==> src/rtl/tsn_sched_pkg.sv <==
// Shared types and defaults for the TSN transmit stream scheduler.
package tsn_sched_pkg;

    localparam int N_STREAMS_DEF = 4;
    localparam int PEND_W_DEF    = 4;
    localparam int STAT_W        = 32;

    typedef enum logic [1:0] {
        IDLE      = 2'd0,
        REQ       = 2'd1,
        WAIT_DONE = 2'd2
    } sched_state_t;

endpackage

==> src/rtl/rr_arbiter.sv <==
// Combinational round-robin arbiter: the search starts at ptr and wraps modulo N.
module rr_arbiter #(
    parameter int N    = 4,
    parameter int ID_W = 2
) (
    input  logic [N-1:0]    req,
    input  logic [ID_W-1:0] ptr,
    output logic [N-1:0]    grant_oh,
    output logic [ID_W-1:0] grant_id,
    output logic            valid
);

    int idx;

    // Scan from the farthest offset down so the request nearest ptr wins last.
    always_comb begin
        idx      = 0;
        valid    = 1'b0;
        grant_id = '0;
        for (int k = N - 1; k >= 0; k--) begin
            idx = (int'(ptr) + k) % N;
            if (req[idx[ID_W-1:0]]) begin
                valid    = 1'b1;
                grant_id = idx[ID_W-1:0];
            end
        end
        grant_oh = valid ? (N'(1) << grant_id) : '0;
    end

endmodule

==> src/rtl/tx_stream_scheduler.sv <==
// Shares one frame generator among N periodic streams via pending-tick counters, round-robin
// arbitration and a req/ack/done handshake. Define TX_SCHED_STATS_EN for per-stream counters.
module tx_stream_scheduler
    import tsn_sched_pkg::*;
#(
    parameter int N_STREAMS = N_STREAMS_DEF,
    parameter int ID_W      = $clog2(N_STREAMS),
    parameter int PEND_W    = PEND_W_DEF
) (
    input  logic                 clk,
    input  logic                 rst,
    input  logic                 sched_en,
    input  logic [N_STREAMS-1:0] stream_en,
    input  logic [N_STREAMS-1:0] tick,
    output logic                 tx_req,
    output logic [ID_W-1:0]      tx_stream_id,
    input  logic                 tx_ack,
    input  logic                 tx_done,
    output logic                 busy,
    output logic [N_STREAMS-1:0] drop_pulse
`ifdef TX_SCHED_STATS_EN
    ,
    input  logic [ID_W-1:0]      stat_sel,
    output logic [STAT_W-1:0]    stat_sent_cnt,
    output logic [STAT_W-1:0]    stat_drop_cnt
`endif
);

    localparam logic [PEND_W-1:0] PEND_MAX = {PEND_W{1'b1}};

    sched_state_t         state_q, state_d;
    logic [ID_W-1:0]      id_q, id_d;
    logic [ID_W-1:0]      rr_ptr_q, rr_ptr_d;
    logic [PEND_W-1:0]    pend_q [N_STREAMS];
    logic [PEND_W-1:0]    pend_d [N_STREAMS];
    logic [N_STREAMS-1:0] drop_pulse_q, drop_pulse_d;

    logic [N_STREAMS-1:0] req_vec, win_oh, grant_oh, tick_in;
    logic [ID_W-1:0]      win_id;
    logic                 win_valid, grant;

    rr_arbiter #(
        .N    (N_STREAMS),
        .ID_W (ID_W)
    ) u_rr_arbiter (
        .req      (req_vec),
        .ptr      (rr_ptr_q),
        .grant_oh (win_oh),
        .grant_id (win_id),
        .valid    (win_valid)
    );

    assign grant    = (state_q == IDLE) && sched_en && win_valid;
    assign grant_oh = grant ? win_oh : '0;

    // A tick and a grant in the same cycle cancel; a tick at saturation is dropped.
    for (genvar gi = 0; gi < N_STREAMS; gi++) begin : g_pend
        assign tick_in[gi]      = tick[gi] & stream_en[gi];
        assign req_vec[gi]      = stream_en[gi] && (pend_q[gi] != '0);
        assign drop_pulse_d[gi] = tick_in[gi] && !grant_oh[gi] && (pend_q[gi] == PEND_MAX);
        assign pend_d[gi] =
            !stream_en[gi]                                          ? '0 :
            (tick_in[gi] && !grant_oh[gi] && pend_q[gi] != PEND_MAX) ? pend_q[gi] + 1'b1 :
            (!tick_in[gi] && grant_oh[gi])                          ? pend_q[gi] - 1'b1 :
                                                                      pend_q[gi];
    end

    always_ff @(posedge clk or posedge rst) begin
        if (rst) begin
            state_q      <= IDLE;
            id_q         <= '0;
            rr_ptr_q     <= '0;
            drop_pulse_q <= '0;
            for (int i = 0; i < N_STREAMS; i++) begin
                pend_q[i] <= '0;
            end
        end else begin
            state_q      <= state_d;
            id_q         <= id_d;
            rr_ptr_q     <= rr_ptr_d;
            drop_pulse_q <= drop_pulse_d;
            for (int i = 0; i < N_STREAMS; i++) begin
                pend_q[i] <= pend_d[i];
            end
        end
    end

    // Once issued, a request is held until acked regardless of the enables.
    always_comb begin
        state_d  = state_q;
        id_d     = id_q;
        rr_ptr_d = rr_ptr_q;
        case (state_q)
            IDLE: begin
                if (grant) begin
                    state_d  = REQ;
                    id_d     = win_id;
                    rr_ptr_d = (int'(win_id) == N_STREAMS - 1) ? '0 : win_id + 1'b1;
                end
            end
            REQ: begin
                if (tx_ack) begin
                    state_d = tx_done ? IDLE : WAIT_DONE;
                end
            end
            WAIT_DONE: begin
                if (tx_done) begin
                    state_d = IDLE;
                end
            end
            default: state_d = IDLE;
        endcase
    end

    always_comb begin
        tx_req       = (state_q == REQ);
        busy         = (state_q != IDLE);
        tx_stream_id = id_q;
        drop_pulse   = drop_pulse_q;
    end

`ifdef TX_SCHED_STATS_EN
    logic [STAT_W-1:0] sent_cnt_q [N_STREAMS];
    logic [STAT_W-1:0] sent_cnt_d [N_STREAMS];
    logic [STAT_W-1:0] drop_cnt_q [N_STREAMS];
    logic [STAT_W-1:0] drop_cnt_d [N_STREAMS];
    logic [STAT_W-1:0] stat_sent_q, stat_sent_d, stat_drop_q, stat_drop_d;
    logic              ack_fire;

    assign ack_fire = (state_q == REQ) && tx_ack;

    for (genvar gi = 0; gi < N_STREAMS; gi++) begin : g_stats
        assign sent_cnt_d[gi] = sent_cnt_q[gi] + STAT_W'(ack_fire && (id_q == ID_W'(gi)));
        assign drop_cnt_d[gi] = drop_cnt_q[gi] + STAT_W'(drop_pulse_d[gi]);
    end

    always_comb begin
        stat_sent_d = '0;
        stat_drop_d = '0;
        if (int'(stat_sel) < N_STREAMS) begin
            stat_sent_d = sent_cnt_q[stat_sel];
            stat_drop_d = drop_cnt_q[stat_sel];
        end
    end

    always_ff @(posedge clk or posedge rst) begin
        if (rst) begin
            stat_sent_q <= '0;
            stat_drop_q <= '0;
            for (int i = 0; i < N_STREAMS; i++) begin
                sent_cnt_q[i] <= '0;
                drop_cnt_q[i] <= '0;
            end
        end else begin
            stat_sent_q <= stat_sent_d;
            stat_drop_q <= stat_drop_d;
            for (int i = 0; i < N_STREAMS; i++) begin
                sent_cnt_q[i] <= sent_cnt_d[i];
                drop_cnt_q[i] <= drop_cnt_d[i];
            end
        end
    end

    assign stat_sent_cnt = stat_sent_q;
    assign stat_drop_cnt = stat_drop_q;
`endif

endmodule

==> config.mk <==
export PLATFORM = sky130hd
export DESIGN_NAME = tx_stream_scheduler
export DESIGN_NICKNAME = d
export VERILOG_FILES = /design/src/rtl/tsn_sched_pkg.sv /design/src/rtl/rr_arbiter.sv /design/src/rtl/tx_stream_scheduler.sv
export SDC_FILE = /design/constraint.sdc
export NUM_CORES = 1
export LEC_CHECK = 0
export CORE_UTILIZATION = 37
export CTS_CLUSTER_DIAMETER = 80
export CTS_CLUSTER_SIZE = 16
export DETAILED_ROUTE_END_ITERATION = 7
export HOLD_SLACK_MARGIN = 0.08
export MAX_ROUTING_LAYER = met4
export REMOVE_ABC_BUFFERS = 1
export SYNTH_ARGS = -nofsm -noshare
export SYNTH_HDL_FRONTEND = slang
export SYNTH_HIERARCHICAL = 1
export SYNTH_SLANG_ARGS = --single-unit
==> constraint.sdc <==
create_clock -name clk -period 3 [get_ports clk]
set_input_delay 0.45 -clock clk [delete_from_list [all_inputs] [get_ports clk]]
set_output_delay 0.45 -clock clk [all_outputs]
set_load 0.02 [all_outputs]
==> results of run 1 <==
==> cell type report <==
type / instances / area, µm²
repair buffers: 87 / 727
inverters: 19 / 71.3
flip-flops and latches: 26 / 651
well taps: 70 / 87.6
fillers: 451 / 2120
multi-input cells: 172 / 1490
clock buffers: 4 / 55.1
==> report_power, final <==
| group | internal (mW) | leakage, nW | total, mW | switching (mW) |
|---|---|---|---|---|
| logic | 0.632 | 1.09 | 1.21 | 0.580 |
| clock network | 0.118 | 0.0288 | 0.235 | 0.118 |
| registers | 0.425 | 0.341 | 0.499 | 0.0739 |
==> worst paths after layout <==
path / from / endpoint / slack, ns
setup / recovery: pend_q[7] / pend_q[14] / 0.05
hold / removal: tx_stream_id[1] / tx_stream_id[1] / 0.50
setup reg to reg: pend_q[7] / pend_q[14] / 0.05
hold reg to reg: tx_stream_id[1] / tx_stream_id[1] / 0.50
max in group asynchronous: rst / pend_q[6] / 2.20
min in group asynchronous: rst / pend_q[0] / 0.53
==> sequential cells by signal, summed over array words and instances (netlist names) <==
name / flops
tx_stream_id: 2
state_q: 2
pend_q: 16
drop_pulse: 4
rr_ptr_q: 2
==> cells by family after synthesis <==
family / count (synthesis) / share of synthesized area (%)
xor+xnor: 8 / 3.43
simple gates: 80 / 22.4
mux: 4 / 3.18
compound gates: 67 / 24.1
flops: 26 / 31.8
fa+ha+maj: 13 / 9.42
buf+inv: 25 / 5.69
==> cells in the final DEF, fill, tap and decap left out, types with 3 or more instances in the layout <==
cell | synthesis | final
o211a_1 | 3 | 3
buf_6 | 2 | 5
a21o_1 | 5 | 5
ha_1 | 9 | 3
o41a_1 | 4 | 4
dfrtp_1 | 26 | 26
nand4_1 | 4 | 4
o211ai_1 | 4 | 4
or2_4 | 0 | 4
dlymetal6s2s_1 | 0 | 3
nor2_1 | 12 | 9
a21oi_2 | 0 | 4
o21ai_2 | 2 | 5
ha_4 | 0 | 6
o21ai_1 | 3 | 6
and2_1 | 4 | 4
inv_1 | 18 | 15
nor3b_1 | 4 | 3
fa_1 | 4 | 3
clkdlybuf4s50_1 | 0 | 17
nand2b_1 | 3 | 3
o21ai_0 | 10 | 4
a21oi_1 | 14 | 9
inv_2 | 1 | 4
clkbuf_8 | 0 | 4
buf_4 | 2 | 61
nand2_1 | 27 | 26
a211oi_1 | 8 | 6
xor2_1 | 6 | 5
==> critical path, delay by kind of cell (launching register included) <==
kind / cells / cell delay [ns]
AO/OA/AOI/OAI: 4 / 1.05
XOR/XNOR: 1 / 0.15
adder cells (fa/ha/maj): 1 / 0.36
buffers and inverters: 4 / 0.39
flip-flops: 1 / 0.39
AND/OR/NAND/NOR: 4 / 0.52
==> synthesized netlist by cell type (2+ instances only) <==
master	count
nor2b_1	4
nor2_1	12
o211a_1	3
and3b_1	2
nor3_1	3
o21ai_2	2
xor2_1	6
nand2_1	27
buf_6	2
and3_1	3
dfrtp_1	26
ha_1	9
o21ai_0	10
o41a_1	4
or3_4	2
mux2i_1	2
clkbuf_1	2
xnor2_1	2
nand4_1	4
and2_1	4
a21oi_1	14
o211ai_2	2
inv_1	18
buf_4	2
or2_2	5
mux2i_4	2
a211oi_1	8
o21ai_1	3
fa_1	4
nor3b_1	4
a21o_1	5
o211ai_1	4
nand2b_1	3
nand3_1	2
o311a_1	2
==> timing repair <==
action                     in CTS  in global routing
setup endpoints to repair       5                 12
setup buffers                   3                 13
pin swaps                       3                 42
gates cloned                    0                  1
hold endpoints to repair        0                  0
gates resized for setup         9                 47
==> layer usage <==
| metal | global-route usage, % | part of all wire, % | vias to the layer above |
|---|---|---|---|
| met5 | - | 0 | - |
| met4 | 3.27 | 0.76 | 0 |
| met3 | 2.87 | 3.1 | 6 |
| met2 | 30.5 | 51 | 35 |
| met1 | 24.4 | 45 | 955 |
| li1 | - | - | 978 |
==> metrics.yaml, run 1 <==
status: "completed"
hpwlAfterDp_um: 3600
syn_avg_cell_area_um2: 9.17
syn-instance-count: 223
ys_warn_count: 6
synth_area_leaders: "dfrtp_1 (32%), ha_1 (5.5%), nand2_1 (5.0%), fa_1 (3.9%), a21oi_1 (3.4%)"
ys_async_sr_fraction_pct: 100
ir_drop_uv: 387
antenna_found_initial: 0
dp.cells: 357
drc: 0
cts_hold_buf: 0
ys_ff_latch: 26
drtIter0Drc: 101
reg2reg_depth: 14
finalSetupTns_ns: 0
htree_num_levels: 1
die_area_um2: 5830
fin_skew_ns: 0.00342
leakagePower_nw: 1.46
root_buffer: "clkbuf_8"
gp_congestion: 0.865
netlist.top_cell.by_area: "dfrtp_1"
clkSinkCount: 26
finalSetupViolCount: 0
clkTransAtPathRegs_ns: 0.09
fmax_mhz: 339
via_per_inst: 5.22
clockBufferDepth: 2
slowest_delay_ns: 0.50
dp_slack_ns: -0.413
wire_per_inst_um: 14.3
die_y_um: 76.4
rows: 26
initial_core_util_pct: 39.3
ioPinCount: 21
slew-limit-headroom_pct: 74.8
cts_buffers: 3
dpl_cell_area_um2: 2660
setup.worst_path.end_class: "flip-flop"
synth_cell_types: 51
seq_area_frac_synth_pct: 31.8
drv_slew: 0
crit_required_ns: 3.18
finish.instance_area_um2: 3080
die_w_um: 76.4
cts_tree: "yes"
fin_total_pwr_mw: 1.95
postRouteWirelength_um: 5390
hp-class: "flip-flop to flip-flop"
grt_pass1_wl_um: 8670
tightest_slew_ns: 0.379
portBuffers: 20
finalCritPeriodShare_pct: 98.4
drtPass1Iterations: 4
path_class: "flip-flop to flip-flop"
maxCapViolCount: 0
drive_above_1_share_pct: 39.6
fin_ws_ns: 0.0473
num_antenna_cells: 0
grt_overflow: 0
fin_hold_ws_ns: 0.495
placeableCoreArea_um2: 5200
grt_pass1_vias: 1922
grt_usage_pct: 18.5
p_per_area_nw_per_um2: 631
crit_chain: "o41a_1, buf_4, buf_6, nor3_4, o31a_1, inv_1, o21ai_2, or2_4, inv_2, fa_2, xor2_2, nor2_1, a211o_1, and3_4"
synthToLayoutAreaGrowth_pct: 50.7
clkLatencyLatePin_ns: 0.28
antenna_left: 0
start_kind: "flip-flop"
synth_top_area_share_pct: 31.8
hold_path_depth: 2
post-route-min-period_ns: 2.95
fin_cells: 378
worstPathArrival_ns: 3.13
final_util_pct: 59.2
ys.flop_type: "dfrtp_1"
cp_max_fo: 4
rsz0062_at_grt: "true"
grt_start_max_net_pins: 27
synth-edff-count: 0
nNetsFinal: 335
vias: 1974
slowest_stage: "o41a_1"
netlist_area_um2: 2050
hold_violations: 0
No activity file was read; power rests on OpenSTA's default activity.
==> inputs of run 2 (changes only) <==
- GPL_TIMING_DRIVEN: default -> 0
==> run 2 against run 1 <==
Net effect: the run now ends with setup timing left; worst setup slack lost 0.087 ns; cell area shrank 8.6%; die area is the same; flip-flop and latch count is the same; final cell count shrank 8.5%; clock power grew 30%; combinational power shrank 12%; fmax shrank 2.9%; first-iteration DRC count shrank 5.9%; clock-buffer cell count shrank 1; clock skew shrank 0.00097 ns; critical path type unchanged; largest cell class unchanged; largest power group unchanged.
==> metrics.yaml, run 2 (synthesis results as in run 1) <==
start_kind: "flip-flop"  # unchanged
path_class: "flip-flop to flip-flop"  # unchanged
finalSetupTns_ns: -0.0461  # was 0 ns
wire_per_inst_um: 14.1  # was 14.3 µm
drc: 0  # unchanged
root_buffer: "clkbuf_8"  # unchanged
die_y_um: 76.4  # unchanged
clkSinkCount: 26  # unchanged
reg2reg_slack_ns: -0.04  # was 0.05 ns
rows: 26  # unchanged
fin_hold_ws_ns: 0.489  # was 0.495 ns
crit_required_ns: 3.18  # about the same
grt_pass1_vias: 1790  # was 1,922
dp_slack_ns: -0.892  # was -0.413 ns
crit_cells: 13  # was 14
leakagePower_nw: 1.27  # was 1.46 nW
drtPass1Iterations: 4  # unchanged
placeableCoreArea_um2: 5200  # unchanged
ioPinCount: 21  # unchanged
ir_drop_uv: 375  # was 387 µV
layout_commonest_cell: "buf_4"  # unchanged
largest_reg_flops: 16  # unchanged
multiInputGateArea_um2: 1450  # was 1490 µm²
cts_tree: "yes"  # unchanged
startpoint: "pend_q[1]"  # was pend_q[7]
fin_cells: 346  # was 378
hp-class: "flip-flop to flip-flop"  # unchanged
status: "finished with violations"  # was completed
slew-limit-headroom_pct: 29.0  # was 74.8%
htree_num_levels: 1  # unchanged
rsz0062_at_grt: "true"  # unchanged
grt_pass1_wl_um: 8160  # was 8670 µm
drtIter0Drc: 95  # was 101
worstPathArrival_ns: 3.22  # was 3.13 ns
fin_skew_ns: 0.00245  # was 0.00342 ns
post-route-min-period_ns: 3.04  # was 2.95 ns
initial_core_util_pct: 39.3  # unchanged
endpoint: "pend_q[15]"  # was pend_q[14]
synthToLayoutAreaGrowth_pct: 37.7  # was 50.7%
maxCapViolCount: 0  # unchanged
fmax_mhz: 329  # was 339 MHz
gp_congestion: 0.798  # was 0.865
crit_family: "compound AO/OA/AOI/OAI gates"  # unchanged
dp.cells: 307  # was 357
slowest_stage: "o41a_1"  # unchanged
drive_above_1_share_pct: 30.8  # was 39.6%
slowest_delay_ns: 0.52  # was 0.50 ns
cts_buffers: 3  # unchanged
reg2reg_depth: 13  # was 14
tightest_slew_ns: 1.06  # was 0.379 ns
via_per_inst: 5.28  # was 5.22
hpwlAfterDp_um: 2930  # was 3600 µm
dpl_cell_area_um2: 2290  # was 2660 µm²
grt_usage_pct: 17.6  # was 18.5%
grt_overflow: 0  # unchanged
final_util_pct: 54.1  # was 59.2%
final_cell_mix: "buf_4 (29), nand2_1 (26), dfrtp_1 (24)"  # was buf_4 (61), nand2_1 (26), dfrtp_1 (26)
antenna_left: 0  # unchanged
clkTransAtPathRegs_ns: 0.10  # was 0.09 ns
max_flop_register: "pend_q"  # unchanged
critPathBufInv: 2  # was 4
clockBufferDepth: 2  # unchanged
hold_violations: 0  # unchanged
violations: "setup timing"
die_w_um: 76.4  # unchanged
fin_ws_ns: -0.0401  # was 0.0473 ns
num_antenna_cells: 0  # unchanged
seqCellArea_um2: 653  # was 651 µm²
postRouteWirelength_um: 4890  # was 5390 µm
grt_start_max_net_pins: 27  # unchanged
finalCritPeriodShare_pct: 101  # was 98.4%
nNetsFinal: 303  # was 335
r2r-start: "pend_q[1]"  # was pend_q[7]
die_area_um2: 5830  # unchanged
num-fill-cells: 467  # was 451
drv_slew: 0  # unchanged
portBuffers: 20  # unchanged
antenna_found_initial: 0  # unchanged
vias: 1828  # was 1,974
p_per_area_nw_per_um2: 670  # was 631 nW/µm²
r2r_end: "pend_q[15]"  # was pend_q[14]
crit_chain: "o41a_1, buf_6, nor2_4, nand2_2, nand4bb_4, buf_6, o21ai_4, or2_4, ha_4, a21o_1, a21o_1, and3_1, o311a_1"  # was o41a_1, buf_4, buf_6, nor3_4, o31a_1, inv_1, o21ai_2, or2_4, inv_2, fa_2, xor2_2, nor2_1, a211o_1, and3_4
clkLatencyLatePin_ns: 0.28  # about the same
finish.instance_area_um2: 2820  # was 3080 µm²
fin_total_pwr_mw: 1.89  # was 1.95 mW
cp_max_fo: 7  # was 4
finalSetupViolCount: 2  # was 0
setup.worst_path.end_class: "flip-flop"  # unchanged
## run 2: worst min path at each step
stage,from,slack [ns],to,cells past startpoint
finish,tx_stream_id[0],0.49,tx_stream_id[0],2
global route,tx_stream_id[1],0.53,tx_stream_id[1],2
CTS,tx_stream_id[1],0.49,tx_stream_id[1],2
detailed placement,tx_stream_id[1],0.47,tx_stream_id[1],2
global placement,tx_stream_id[1],0.48,tx_stream_id[1],2
floorplan,rst,0.49,drop_pulse[0],1
## run 2: repair_timing
item,in CTS,in global routing
buffers inserted,22,13
setup endpoints to repair,12,12
pin swaps,8,29
hold buffers,0,0
resized for setup,17,36
## run 2: final cells by class
cell class                      instances  share of cell area [%]
Multi-Input combinational cell        172                    51.6
Sequential cell                        26                    23.2
Timing Repair Buffer                   55                    17.1
Tap cell                               70                    3.11
Inverter                               19                    2.53
Clock buffer                            3                    1.47
Clock inverter                          1                    1.07
## run 2: routing by layer
metal | routed length [µm] | up-vias | global-route usage (%)
met5 | 0 | - | -
met4 | 53 | 0 | 5.77
met3 | 123 | 5 | 1.92
met2 | 2450 | 23 | 28.8
met1 | 2260 | 896 | 22.8
li1 | - | 904 | -
## run 2: where the power goes
group	internal (mW)	switching, mW	leakage, nW
registers	0.426	0.0924	0.338
clock network	0.179	0.126	0.0357
logic	0.538	0.527	0.900
total	1.14	0.746	1.27
## run 2: worst register-to-register path, stage by stage, from the launching register on
cell and delay [ns]:
dfrtp_2 0.43, o41a_1 0.52, buf_6 0.17, nor2_4 0.07, nand2_2 0.07, nand4bb_4 0.18
buf_6 0.14, o21ai_4 0.05, or2_4 0.26, ha_4 0.21, a21o_1 0.14, a21o_1 0.19
and3_1 0.18, o311a_1 0.33
